===== config.mk =====
export PLATFORM = sky130hd
export DESIGN_NAME = fifo_rr_ctrl
export DESIGN_NICKNAME = d
export VERILOG_FILES = /design/src/rtl/fifo_rr_ctrl.sv
export SDC_FILE = /design/constraint.sdc
export NUM_CORES = 1
export LEC_CHECK = 0
export ABC_AREA = 0
export ABC_CLOCK_PERIOD_IN_PS = 4150
export BUFFER_PORTS_ARGS = -buffer_cell sky130_fd_sc_hd__buf_2
export CORE_AREA = 2 2 93 95
export DETAILED_ROUTE_END_ITERATION = 10
export DIE_AREA = 0 0 95 97
export SLEW_MARGIN = 0
export SYNTH_ARGS = -nofsm -noshare
export SYNTH_HDL_FRONTEND = slang
export SYNTH_SLANG_ARGS = --single-unit
export TNS_END_PERCENT = 5

===== constraint.sdc =====
create_clock -name clk -period 4.15 [get_ports clk]
set_clock_uncertainty 0.05 [all_clocks]
set_input_delay 0.415 -clock clk [delete_from_list [all_inputs] [get_ports clk]]
set_output_delay 0.415 -clock clk [all_outputs]
set_load 0.01 [all_outputs]

===== src/rtl/fifo_rr_ctrl.sv =====
// fifo_rr_ctrl: round-robin write arbiter and burst read sequencer for one shared FIFO
// Ports: clk, rst_n (async active-low); enable; req_valid/req_data/req_ready (producers);
//   fifo_enable, fifo_wf_en, fifo_rd_en, fifo_data_in, fifo_data_out (FIFO side);
//   out_ready, out_valid, out_data (consumer); burst_start, burst_done, level (status).
// Optional: define FIFO_CTRL_TIMEOUT_EN to drain partial data after TIMEOUT idle cycles.
module fifo_rr_ctrl #(
  parameter int NUM_REQ    = 4,
  parameter int DATA_WIDTH = 8,
  parameter int DEPTH      = 128,
  parameter int BURST_LEN  = 16,
  parameter int TIMEOUT    = 64
) (
  input  logic                          clk,
  input  logic                          rst_n,
  input  logic                          enable,
  input  logic [NUM_REQ-1:0]            req_valid,
  input  logic [NUM_REQ*DATA_WIDTH-1:0] req_data,
  output logic [NUM_REQ-1:0]            req_ready,
  output logic                          fifo_enable,
  output logic                          fifo_wf_en,
  output logic                          fifo_rd_en,
  output logic [DATA_WIDTH-1:0]         fifo_data_in,
  input  logic [DATA_WIDTH-1:0]         fifo_data_out,
  input  logic                          out_ready,
  output logic                          out_valid,
  output logic [DATA_WIDTH-1:0]         out_data,
  output logic                          burst_start,
  output logic                          burst_done,
  output logic [$clog2(DEPTH):0]        level
);
  localparam int LW = $clog2(DEPTH) + 1;
  localparam int PW = NUM_REQ > 1 ? $clog2(NUM_REQ) : 1;
  typedef enum logic [1:0] {IDLE, DRAIN, DONE} state_t;
  state_t state, state_nx;
  logic [LW-1:0] beats, beats_nx, blen;
  logic [PW-1:0] rr_ptr, win, cand;
  logic found, room, xfer, rd_issue, start, tmo;
  logic [LW:0] level_eff;
  assign fifo_enable = enable;
  assign out_data = fifo_data_out;
  // a registered write not yet folded into level still occupies a slot
  assign level_eff = {1'b0, level} + (LW+1)'(fifo_wf_en);
  assign room = rst_n && enable && !rd_issue && level_eff < (LW+1)'(DEPTH);
  assign xfer = found && room;
  assign req_ready = xfer ? NUM_REQ'(1) << win : '0;
  always_comb begin
    found = 1'b0;
    win = rr_ptr;
    cand = rr_ptr;
    for (int i = 0; i < NUM_REQ; i++) begin
      cand = PW'((int'(rr_ptr) + i) % NUM_REQ);
      if (!found && req_valid[cand]) begin
        found = 1'b1;
        win = cand;
      end
    end
  end
  always_comb begin
    state_nx = state;
    beats_nx = beats;
    start = 1'b0;
    rd_issue = 1'b0;
    case (state)
      IDLE: if (enable && (level >= LW'(BURST_LEN) || tmo)) begin
        state_nx = DRAIN;
        beats_nx = '0;
        start = 1'b1;
      end
      DRAIN: begin
        rd_issue = enable && out_ready && beats < blen;
        if (rd_issue) begin
          beats_nx = beats + 1'b1;
          if (beats + 1'b1 == blen) state_nx = DONE;
        end
      end
      // the last read is already registered, so it completes even with enable low
      DONE: if (fifo_rd_en) state_nx = IDLE;
      default: state_nx = IDLE;
    endcase
  end
  always_ff @(posedge clk or negedge rst_n) begin
    if (!rst_n) begin
      state <= IDLE;
      beats <= '0;
      rr_ptr <= '0;
      level <= '0;
      fifo_wf_en <= 1'b0;
      fifo_rd_en <= 1'b0;
      fifo_data_in <= '0;
      out_valid <= 1'b0;
      burst_start <= 1'b0;
      burst_done <= 1'b0;
    end else begin
      state <= state_nx;
      beats <= beats_nx;
      level <= level + LW'(fifo_wf_en) - LW'(fifo_rd_en);
      fifo_wf_en <= xfer;
      fifo_rd_en <= rd_issue;
      out_valid <= fifo_rd_en;
      burst_start <= start;
      burst_done <= state == DONE && fifo_rd_en;
      if (xfer) begin
        fifo_data_in <= req_data[int'(win)*DATA_WIDTH +: DATA_WIDTH];
        rr_ptr <= int'(win) == NUM_REQ - 1 ? '0 : win + 1'b1;
      end
    end
  end
`ifdef FIFO_CTRL_TIMEOUT_EN
  localparam int TW = $clog2(TIMEOUT + 1);
  logic [TW-1:0] idle_cnt;
  logic idle_ok;
  assign idle_ok = state == IDLE && enable && level != '0 && level < LW'(BURST_LEN) && !fifo_wf_en && !xfer;
  assign tmo = idle_ok && idle_cnt == TW'(TIMEOUT - 1);
  always_ff @(posedge clk or negedge rst_n) begin
    if (!rst_n) begin
      idle_cnt <= '0;
      blen <= LW'(BURST_LEN);
    end else begin
      if (enable) idle_cnt <= idle_ok && !tmo ? idle_cnt + 1'b1 : '0;
      if (start) blen <= tmo ? level : LW'(BURST_LEN);
    end
  end
`else
  assign tmo = 1'b0;
  assign blen = LW'(BURST_LEN);
`endif
endmodule


==> results of run 1 <==
==> cell type report <==
class / count / area, um2 / share of cell area [%]
multi-input cells: 146 / 1220 / 45.4
flip-flops and latches: 33 / 826 / 30.7
repair buffers: 66 / 333 / 12.4
well taps: 105 / 131 / 4.89
inverters: 23 / 93.8 / 3.49
clock buffers: 6 / 72.6 / 2.70
clock inverters: 2 / 10.0 / 0.373
==> flip-flops by register name, indices dropped and copies added, names as in the netlist <==
signal and flops:
rr_ptr 2, burst_start 1, fifo_rd_en 1, burst_done 1, state 2, out_valid 1, beats 8, fifo_wf_en 1
fifo_data_in 8, level 8
==> power groups by stage <==
| stage | Combinational (mW) | Sequential, mW | Clock [mW] |
|---|---|---|---|
| 6_report | 0.903 | 0.577 | 0.230 |
| 3_5_place_dp | 0.918 | 0.584 | 0 |
| 5_1_grt | 1.03 | 0.598 | 0.254 |
| 2_1_floorplan | 0.656 | 0.591 | 0 |
| 3_3_place_gp | 0.904 | 0.580 | 0 |
| 4_1_cts | 0.921 | 0.581 | 0.240 |
==> per-layer routing <==
| layer | track usage, % | routed length [um] | vias to the layer above |
|---|---|---|---|
| met1 | 12.8 | 2160 | 755 |
| li1 | - | - | 852 |
| met3 | 3.50 | 382 | 4 |
| met4 | 3.34 | 35 | 0 |
| met5 | 0 | 0 | - |
| met2 | 18.2 | 2260 | 63 |
==> logic make-up after synthesis <==
kind of cell	share of synthesized area, %
XOR/XNOR	2.75
buffers and inverters	8.09
AO/OA/AOI/OAI	13.8
flip-flops	37.1
adder cells (fa/ha/maj)	13.8
multiplexers	7.64
AND/OR/NAND/NOR	16.8
==> synth_stat cells (4+ instances only) <==
library cell,instances
a21oi_1,8
and2_1,4
buf_4,10
dfrtp_1,33
ha_1,23
inv_1,19
mux2i_1,17
nand2_1,22
nor2_1,9
nor2b_1,4
o21ai_1,7
o221ai_2,8
xnor2_1,4
==> critical path: stages (launching register included) <==
cell and delay (ns):
dfrtp_1 0.51, ha_1 0.21, nand3_1 0.07, nor2_1 0.11, xnor2_1 0.07, or3_4 0.46
inv_8 0.12, and2_1 0.12, buf_2 0.12
==> worst min path at each step <==
stage	end	slack, ns	from	cells after the start
5_1_grt	state[0]$_DFFE_PN0P_	0.13	rst_n	2
3_5_place_dp	out_valid$_DFF_PN0_	0.41	fifo_rd_en$_DFF_PN0_	0
3_3_place_gp	out_valid$_DFF_PN0_	0.39	fifo_rd_en$_DFF_PN0_	0
2_1_floorplan	beats[0]$_DFFE_PN0P_	0.07	rst_n	0
4_1_cts	level[4]$_DFF_PN0_	0.11	rst_n	2
6_report	level[4]$_DFF_PN0_	0.1	rst_n	2
==> stage by stage <==
step                      setup slack [ns]  total power [mW]
final                                 1.61              1.71
after global routing                  1.42              1.88
after CTS                             1.57              1.74
after detailed placement              1.76              1.50
after global placement                1.79              1.48
after floorplan                       1.96              1.25
==> cells in the final DEF, fill, tap and decap left out, drive strengths merged, types with 2 or more instances in the layout <==
cell / instances
a21oi: 9
clkinv: 2
clkbuf: 6
buf: 66
nor2: 9
and3: 2
ha: 23
xor2: 3
mux2i: 17
and2: 4
o21ai: 9
inv: 23
dfrtp: 33
a41oi: 2
nand2: 25
nand2b: 4
a21o: 2
nor2b: 4
o221ai: 8
xnor2: 4
a211o: 2
nor3: 2
==> run_results.csv, run 1 <==
group,metric,value,unit
timing,fin_hold_ws,0.0969,ns
power_and_ir_drop,p_leak,1.38,nW
layout,stdcell_area,2690,um2
layout,fin_cells,381,
power_and_ir_drop,switchingPower,0.732,mW
timing,hold_viol_final,0,
layout,syn_to_final_growth,20.7,%
logic_synthesis,ys_seq_area_share,37.1,%
power_and_ir_drop,ir_drop,0.169,mV
placed_design,place_area,2600,um2
global_route,grt.total_usage,10.8,%
critical_path,rrSetupSlack,1.89,ns
critical_path,start_kind,"register",
timing,clock.fmax,393,MHz
logic_synthesis,synth_seq_cells,33,
global_route,grt_pass1_wl,7.78,mm
logic_synthesis,synth_ff_type,"dfrtp_1",
clock_tree,ctsHoldBuffers,0,
power_and_ir_drop,combPwrFrac,52.8,%
placed_design,dp_cells,373,
critical_path,worstSetupEndpointType,"output port",
global_route,grt_antenna_before_repair,0,
route,dr.first_iter.drc_count,48,
critical_path,rr_startpoint,"fifo_rd_en$_DFF_PN0_",
layout,drive_gt1_share,34.1,%
logic_synthesis,synth_edf_count,0,
route,drt-vias-per-instance,4.39,
floorplanning,core,8130,um2
power_and_ir_drop,switching_share,42.8,%
layout,n_antenna_cell,0,
floorplanning,initial_core_util,27.4,%
logic_synthesis,avgSynthCellArea,10.5,um2
logic_synthesis,synth_area,2230,um2
timing,rsz0062_at_grt,"false",
layout,num-fill-cells,832,
floorplanning,placementRows,33,
floorplanning,dieWidth,95,um
clock_tree,cts_setup_buffers,0,
timing,finalCritPeriodShare,61.3,%
clock_tree,cts_made_buffers,5,
critical_path,r2r-end,"level[6]$_DFF_PN0_",
logic_synthesis,synthArstFlopShare,100,%
global_route,grt_pass1_vias,1673,
logic_synthesis,syn_nets,285,
logic_synthesis,synth.area.top_cells,"dfrtp_1, ha_1, mux2i_1, o221ai_2, nand2_1",
layout,fin_util,33.0,%
timing,min_period,2.54,ns
clock_tree,h-tree-depth,2,
route,drc_errors,0,
floorplanning,die_y,97,um
logic_synthesis,syn-instance-count,213,
critical_path,cp.arrival,2.08,ns
clock_tree,worstSkewPairLatency,0.28,ns
min_path,hold_path.class,"in -> async",
logic_synthesis,yosysTopAreaCell,"dfrtp_1",
layout,nets,347,
global_route,grt_max_degree,35,
logic_synthesis,synth_cell_types,45,
timing,worstMarginPinSlew,0.445,ns
placed_design,hpwl,3.83,mm
critical_path,critPathMaxFanout,11,
floorplanning,ios,82,
route,wl,4.84,mm
flow_run,maxCapViolations,0,
clock_tree,cts_tree,"built",
timing,slew_headroom,70.1,%
logic_synthesis,synth_top_area_share,37.1,%
timing,fin_tns_setup,0,ns
power_and_ir_drop,powerDensity,636,nW/um2
timing,setup-violations-final,0,
clock_tree,post_cts_resized,0,
power_and_ir_drop,sequentialPowerShare,33.8,%
global_route,overflow,0,
logic_synthesis,yosysWarnings,0,
outcome,status,"finished, final reports clean",
route,vias,1674,
clock_tree,cts-root-buf,"clkbuf_8",
critical_path,critPathCapture,"req_ready[2]",
power_and_ir_drop,cellInternalPower,0.977,mW
route,ant_nets,0,
floorplanning,die_area,9220,um2
route,wl_per_cell,12.7,um
timing,slew_viol_final,0,
critical_path,cp_data_required_time,3.68,ns
placed_design,io_buffers,65,
clock_tree,clock_path_buffers,2,
critical_path,crit_start,"level[1]$_DFF_PN0_",
critical_path,r2r_cells,11,
placed_design,gp_congestion,0.774,
clock_tree,clkTransAtPathRegs,0.07,ns
power_and_ir_drop,power_frac_clock,13.4,%
clock_tree,clock-sinks,33,
route,firstDrtPassIters,4,
critical_path,worstSetupPathType,"reg -> out",
Power figures use the tool's default switching activity.
==> run 2, diff against run 1 <==
--- a/config.mk
+++ b/config.mk
@@ -6,7 +6,7 @@
 export NUM_CORES = 1
 export LEC_CHECK = 0
 export ABC_AREA = 0
-export ABC_CLOCK_PERIOD_IN_PS = 4150
+export ABC_CLOCK_PERIOD_IN_PS = 2400
 export BUFFER_PORTS_ARGS = -buffer_cell sky130_fd_sc_hd__buf_2
 export CORE_AREA = 2 2 93 95
 export DETAILED_ROUTE_END_ITERATION = 10
==> constraint.sdc (replaced) <==
create_clock -name clk -period 2.4 [get_ports clk]
set_clock_uncertainty 0.05 [all_clocks]
set_input_delay 0.24 -clock clk [delete_from_list [all_inputs] [get_ports clk]]
set_output_delay 0.24 -clock clk [all_outputs]
set_load 0.01 [all_outputs]
==> run_results.csv, run 2 (same netlist as run 1, synthesis figures left out) <==
group,metric,value,unit
clock_tree,cts-root-buf,"clkbuf_8",
timing,min_period,2.30,ns
clock_tree,cts_tree,"built",
layout,final_cell_mix,"buf_2, dfrtp_1, nand2_1, ha_1, inv_1",
layout,drive_gt1_share,36.1,%
layout,regArea,827,um2
power_and_ir_drop,powerDensity,1100,nW/um2
layout,syn_to_final_growth,22.7,%
clock_tree,h-tree-depth,2,
power_and_ir_drop,combPwrFrac,53.8,%
critical_path,worstSetupPathType,"reg -> out",
route,ant_nets,0,
critical_path,cp.arrival,2.01,ns
power_and_ir_drop,power_frac_clock,13.6,%
global_route,grt_pass1_wl,7.91,mm
clock_tree,clock-sinks,33,
power_and_ir_drop,power,3.01,mW
layout,nets,351,
critical_path,cp_data_required_time,2.11,ns
floorplanning,die_y,97,um
layout,fin_cells,385,
timing,hold_viol_final,0,
power_and_ir_drop,switching_share,42.9,%
layout,n_antenna_cell,0,
critical_path,cp_slowest_cell,"dfrtp_1",
critical_path,path_cells,"ha_2, nand3_1, nor2_1, xnor2_1, or3_4, inv_8, and2_1, buf_2",
placed_design,dp_cells,375,
global_route,grt_antenna_before_repair,0,
layout,num-fill-cells,834,
floorplanning,core,8130,um2
placed_design,hpwl,3.87,mm
route,vias,1721,
layout,biggestRegsByFlops,"beats x8, fifo_data_in x8, level x8",
critical_path,critical-path-top-delay-family,"simple AND/OR/NAND/NOR gates",
critical_path,worstSetupEndpointType,"output port",
power_and_ir_drop,sequentialPowerShare,32.6,%
flow_run,maxCapViolations,0,
power_and_ir_drop,cellInternalPower,1.72,mW
layout,final_common_cell,"buf_2",
clock_tree,clock_path_buffers,2,
power_and_ir_drop,ir_drop,0.405,mV
critical_path,max_stage_delay,0.44,ns
timing,worstMarginPinSlew,0.423,ns
timing,setup-violations-final,0,
timing,slew_viol_final,0,
global_route,grt.total_usage,10.9,%
clock_tree,clkTransAtPathRegs,0.07,ns
global_route,grt_pass1_vias,1765,
power_and_ir_drop,p_leak,1.40,nW
route,wl_per_cell,12.7,um
power_and_ir_drop,switchingPower,1.29,mW
floorplanning,initial_core_util,27.4,%
timing,slew_headroom,71.8,%
placed_design,gp_congestion,0.790,
timing,finalCritPeriodShare,95.8,%
route,wl,4.89,mm
min_path,hold_path.class,"in -> reg",
route,drt-vias-per-instance,4.47,
timing,clock.fmax,435,MHz
route,drc_errors,0,
clock_tree,cts_made_buffers,5,
critical_path,critPathMaxFanout,11,
floorplanning,placementRows,33,
route,firstDrtPassIters,4,
critical_path,path_buf_inv,2,
outcome,status,"finished, final reports clean",
floorplanning,dieWidth,95,um
global_route,grt_max_degree,34,
critical_path,start_kind,"register",
clock_tree,worstSkewPairLatency,0.28,ns
route,dr.first_iter.drc_count,79,
global_route,overflow,0,
layout,multiInputGateArea,1230,um2
timing,rsz0062_at_grt,"true",
placed_design,io_buffers,65,
floorplanning,ios,82,
floorplanning,die_area,9220,um2
-- run 2: power by group through the flow --
stage | sequential [mW] | clock, mW | combinational (mW)
floorplan | 1.02 | 0 | 1.14
global placement | 0.983 | 0 | 1.57
detailed placement | 0.991 | 0 | 1.61
CTS | 0.982 | 0.431 | 1.61
global route | 1.02 | 0.449 | 1.83
finish | 0.979 | 0.410 | 1.62
-- run 2: path summary, 6_finish.rpt --
| path | slack (ns) | startpoint | to | cells after the start |
|---|---|---|---|---|
| worst max register to register | 0.14 | fifo_rd_en$_DFF_PN0_ | level[6]$_DFF_PN0_ | 11 |
| worst max-delay path | 0.10 | level[2]$_DFF_PN0_ | req_ready[1] | 8 |
| max in group asynchronous | 1.48 | rst_n | level[1]$_DFF_PN0_ | 3 |
| min in group asynchronous | 0.50 | rst_n | level[2]$_DFF_PN0_ | 3 |
| worst min register to register | 0.43 | fifo_data_in[3]$_DFFE_PN0P_ | fifo_data_in[3]$_DFFE_PN0P_ | 2 |
| worst min-delay path | 0.22 | req_data[14] | fifo_data_in[6]$_DFFE_PN0P_ | 3 |
-- run 2: final cells by class --
type	instances	share of cell area (%)
Multi-Input combinational cell	146	44.9
Sequential cell	33	30.3
Timing Repair Buffer	70	13.4
Tap cell	105	4.81
Inverter	23	3.44
Clock buffer	5	2.52
Clock inverter	3	0.642
-- run 2: through the flow --
stage / TNS, ns / setup WS, ns / instance area, um2 / util [%] / hold WS (ns)
after floorplan: 0 / 0.211 / 2230 / - / -0.106
after global placement: 0 / 0.193 / 2620 / 32.2 / 0.295
after global routing: -0.117 / -0.0728 / 2730 / 33.6 / 0.233
after CTS: 0 / 0.000894 / 2720 / 33.4 / 0.213
final: 0 / 0.102 / 2730 / 33.6 / 0.218
after detailed placement: 0 / 0.152 / 2620 / 32.2 / 0.292
-- run 2: timing repair --
action                                 CTS  global route
setup endpoints to repair                0             5
gates resized for setup                  0             3
endpoints found under the hold margin   33             0
setup buffers                            0             1
hold buffers                             1             0
-- run 2: metal layers --
layer	wire, um	global-route usage [%]
met5	0	0
met4	51	3.34
met3	275	3.19
met2	2350	19.0
met1	2210	12.7
-- run 2: worst register-to-register path, delay by kind of cell, from the launching register on --
kind	cells	cell delay, ns
adder cells (fa/ha/maj)	3	0.86
flip-flops	1	0.39
AO/OA/AOI/OAI	3	0.39
AND/OR/NAND/NOR	2	0.24
buffers and inverters	2	0.12
XOR/XNOR	1	0.12
==> run 3, diff against run 2 <==
--- a/config.mk
+++ b/config.mk
@@ -8,9 +8,10 @@
 export ABC_AREA = 0
 export ABC_CLOCK_PERIOD_IN_PS = 2400
 export BUFFER_PORTS_ARGS = -buffer_cell sky130_fd_sc_hd__buf_2
-export CORE_AREA = 2 2 93 95
+export CORE_AREA = 2 2 83 105
+export CTS_CLUSTER_DIAMETER = 80
 export DETAILED_ROUTE_END_ITERATION = 10
-export DIE_AREA = 0 0 95 97
+export DIE_AREA = 0 0 85 107
 export SLEW_MARGIN = 0
 export SYNTH_ARGS = -nofsm -noshare
 export SYNTH_HDL_FRONTEND = slang
==> run_results.csv, run 3 (same netlist as run 1, synthesis figures left out) <==
group,metric,value,unit
critical_path,cp.arrival,1.94,ns
timing,slew_viol_final,0,
power_and_ir_drop,cellInternalPower,1.72,mW
timing,finalCritPeriodShare,93.1,%
critical_path,worstSetupPathType,"reg -> out",
layout,multiInputGateArea,1230,um2
route,ant_nets,0,
power_and_ir_drop,ir_drop,0.471,mV
critical_path,rrSetupSlack,0.23,ns
critical_path,start_kind,"register",
floorplanning,die_area,9100,um2
clock_tree,cts_tree,"built",
floorplanning,die_y,107,um
critical_path,path_cells,"ha_1, nand3_1, nor2_1, xnor2_1, or3_4, inv_8, and2_1, buf_2",
power_and_ir_drop,power_frac_clock,13.9,%
timing,fin_tns_setup,0,ns
critical_path,rr_startpoint,"fifo_rd_en$_DFF_PN0_",
route,vias,1717,
clock_tree,clkTransAtPathRegs,0.07,ns
floorplanning,ios,82,
global_route,grt_pass1_vias,1788,
outcome,status,"finished, final reports clean",
layout,final_common_cell,"buf_2",
timing,slew_headroom,71.3,%
route,firstDrtPassIters,4,
critical_path,cp_data_required_time,2.11,ns
floorplanning,initial_core_util,27.5,%
clock_tree,clock_path_buffers,2,
placed_design,gp_congestion,0.772,
layout,syn_to_final_growth,22.9,%
global_route,overflow,0,
critical_path,critPathMaxFanout,8,
global_route,grt_max_degree,34,
timing,rsz0062_at_grt,"false",
clock_tree,clock-sinks,33,
floorplanning,core,8100,um2
clock_tree,h-tree-depth,2,
timing,setup-violations-final,0,
layout,regArea,827,um2
critical_path,max_stage_delay,0.47,ns
route,wl_per_cell,12.6,um
placed_design,hpwl,3.81,mm
min_path,hold_path.class,"in -> reg",
route,wl,4.77,mm
timing,clock.fmax,447,MHz
power_and_ir_drop,powerDensity,1100,nW/um2
timing,min_period,2.23,ns
min_path,min_to,"fifo_data_in[6]$_DFFE_PN0P_",
min_path,min_from,"req_data[14]",
clock_tree,cts-root-buf,"clkbuf_8",
global_route,grt.total_usage,11.1,%
critical_path,worstSetupEndpointType,"output port",
flow_run,maxCapViolations,0,
layout,num-fill-cells,846,
power_and_ir_drop,combPwrFrac,53.4,%
timing,hold_viol_final,0,
route,dr.first_iter.drc_count,65,
min_path,worstHoldPathCells,3,
layout,final_cell_mix,"buf_2, dfrtp_1, ha_1",
critical_path,cp_slowest_cell,"dfrtp_2",
layout,n_antenna_cell,0,
layout,fin_util,33.8,%
power_and_ir_drop,switching_share,42.9,%
layout,drive_gt1_share,36.3,%
clock_tree,cts_made_buffers,5,
global_route,grt_pass1_wl,8.14,mm
route,drc_errors,0,
route,drt-vias-per-instance,4.54,
critical_path,r2r_cells,11,
layout,biggestRegsByFlops,"beats x8, fifo_data_in x8, level x8",
critical_path,r2r-end,"level[6]$_DFF_PN0_",
layout,fin_cells,378,
placed_design,dp_cells,366,
timing,worstMarginPinSlew,0.430,ns
power_and_ir_drop,switchingPower,1.29,mW
floorplanning,placementRows,37,
power_and_ir_drop,sequentialPowerShare,32.7,%
power_and_ir_drop,p_leak,1.40,nW
clock_tree,worstSkewPairLatency,0.28,ns
placed_design,io_buffers,65,
global_route,grt_antenna_before_repair,0,
floorplanning,dieWidth,85,um
layout,nets,352,
## run 3: changes by cell type in the layout (fill, tap and decap cells not counted)
cell / delta
buf_4: +1
fa_1: -1
fa_2: +1
ha_1: +1
ha_2: -1
nand2_4: -1
nand2_8: +1
## run 3: final cells by class
cell class / instances / share of cell area [%]
repair buffers: 71 / 13.6
well taps: 97 / 4.44
multi-input cells: 146 / 45.1
clock inverters: 3 / 0.640
clock buffers: 5 / 2.51
flip-flops and latches: 33 / 30.2
inverters: 23 / 3.43
## run 3: stage by stage
stage          hold slack, ns  area [um2]  worst slack, ns  power [mW]
2_1_floorplan          -0.106        2230            0.211        2.16
3_3_place_gp            0.314        2600            0.170        2.55
3_5_place_dp            0.319        2600            0.124        2.59
4_1_cts                 0.195        2700           0.0245        3.03
5_1_grt                 0.219        2740           0.0155        3.34
6_report                0.202        2740            0.165        3.02
## run 3: worst max-delay path by stage
stage	startpoint	end	cells past startpoint
floorplan	fifo_rd_en$_DFF_PN0_	level[6]$_DFF_PN0_	11
CTS	level[1]$_DFF_PN0_	req_ready[3]	8
global route	fifo_rd_en$_DFF_PN0_	level[6]$_DFF_PN0_	11
global placement	fifo_rd_en$_DFF_PN0_	level[6]$_DFF_PN0_	11
detailed placement	fifo_rd_en$_DFF_PN0_	level[6]$_DFF_PN0_	11
finish	level[1]$_DFF_PN0_	req_ready[3]	8
## run 3: power by group through the flow
stage / clock network (mW) / registers, mW / logic, mW
floorplan: 0 / 1.02 / 1.14
global placement: 0 / 0.989 / 1.56
detailed placement: 0 / 1.00 / 1.60
CTS: 0.437 / 0.992 / 1.60
global route: 0.456 / 1.02 / 1.86
finish: 0.419 / 0.987 / 1.61
## run 3: repair_timing
action | in CTS | in global routing
hold endpoints to repair | 11 | 0
setup endpoints to repair | 4 | 5
hold buffers | 1 | 0
buffers inserted | 0 | 3
pin swaps | 0 | 3
resized for setup | 1 | 3
## run 3: per-layer routing
| layer | up-vias | global-route usage, % | wire [um] |
|---|---|---|---|
| li1 | 858 | - | - |
| met5 | - | 0 | 0 |
| met3 | 5 | 2.31 | 272 |
| met4 | 0 | 4.08 | 67 |
| met2 | 48 | 20.3 | 2500 |
| met1 | 806 | 12.5 | 1930 |
## run 3: worst max-delay path: cells and delay by family (launching register included)
kind | cells | cell delay, ns
and+or+nand+nor | 4 | 0.64
DFF | 1 | 0.47
buffers and inverters | 2 | 0.23
adders and majority gates | 1 | 0.22
xor gates and xnor gates | 1 | 0.11
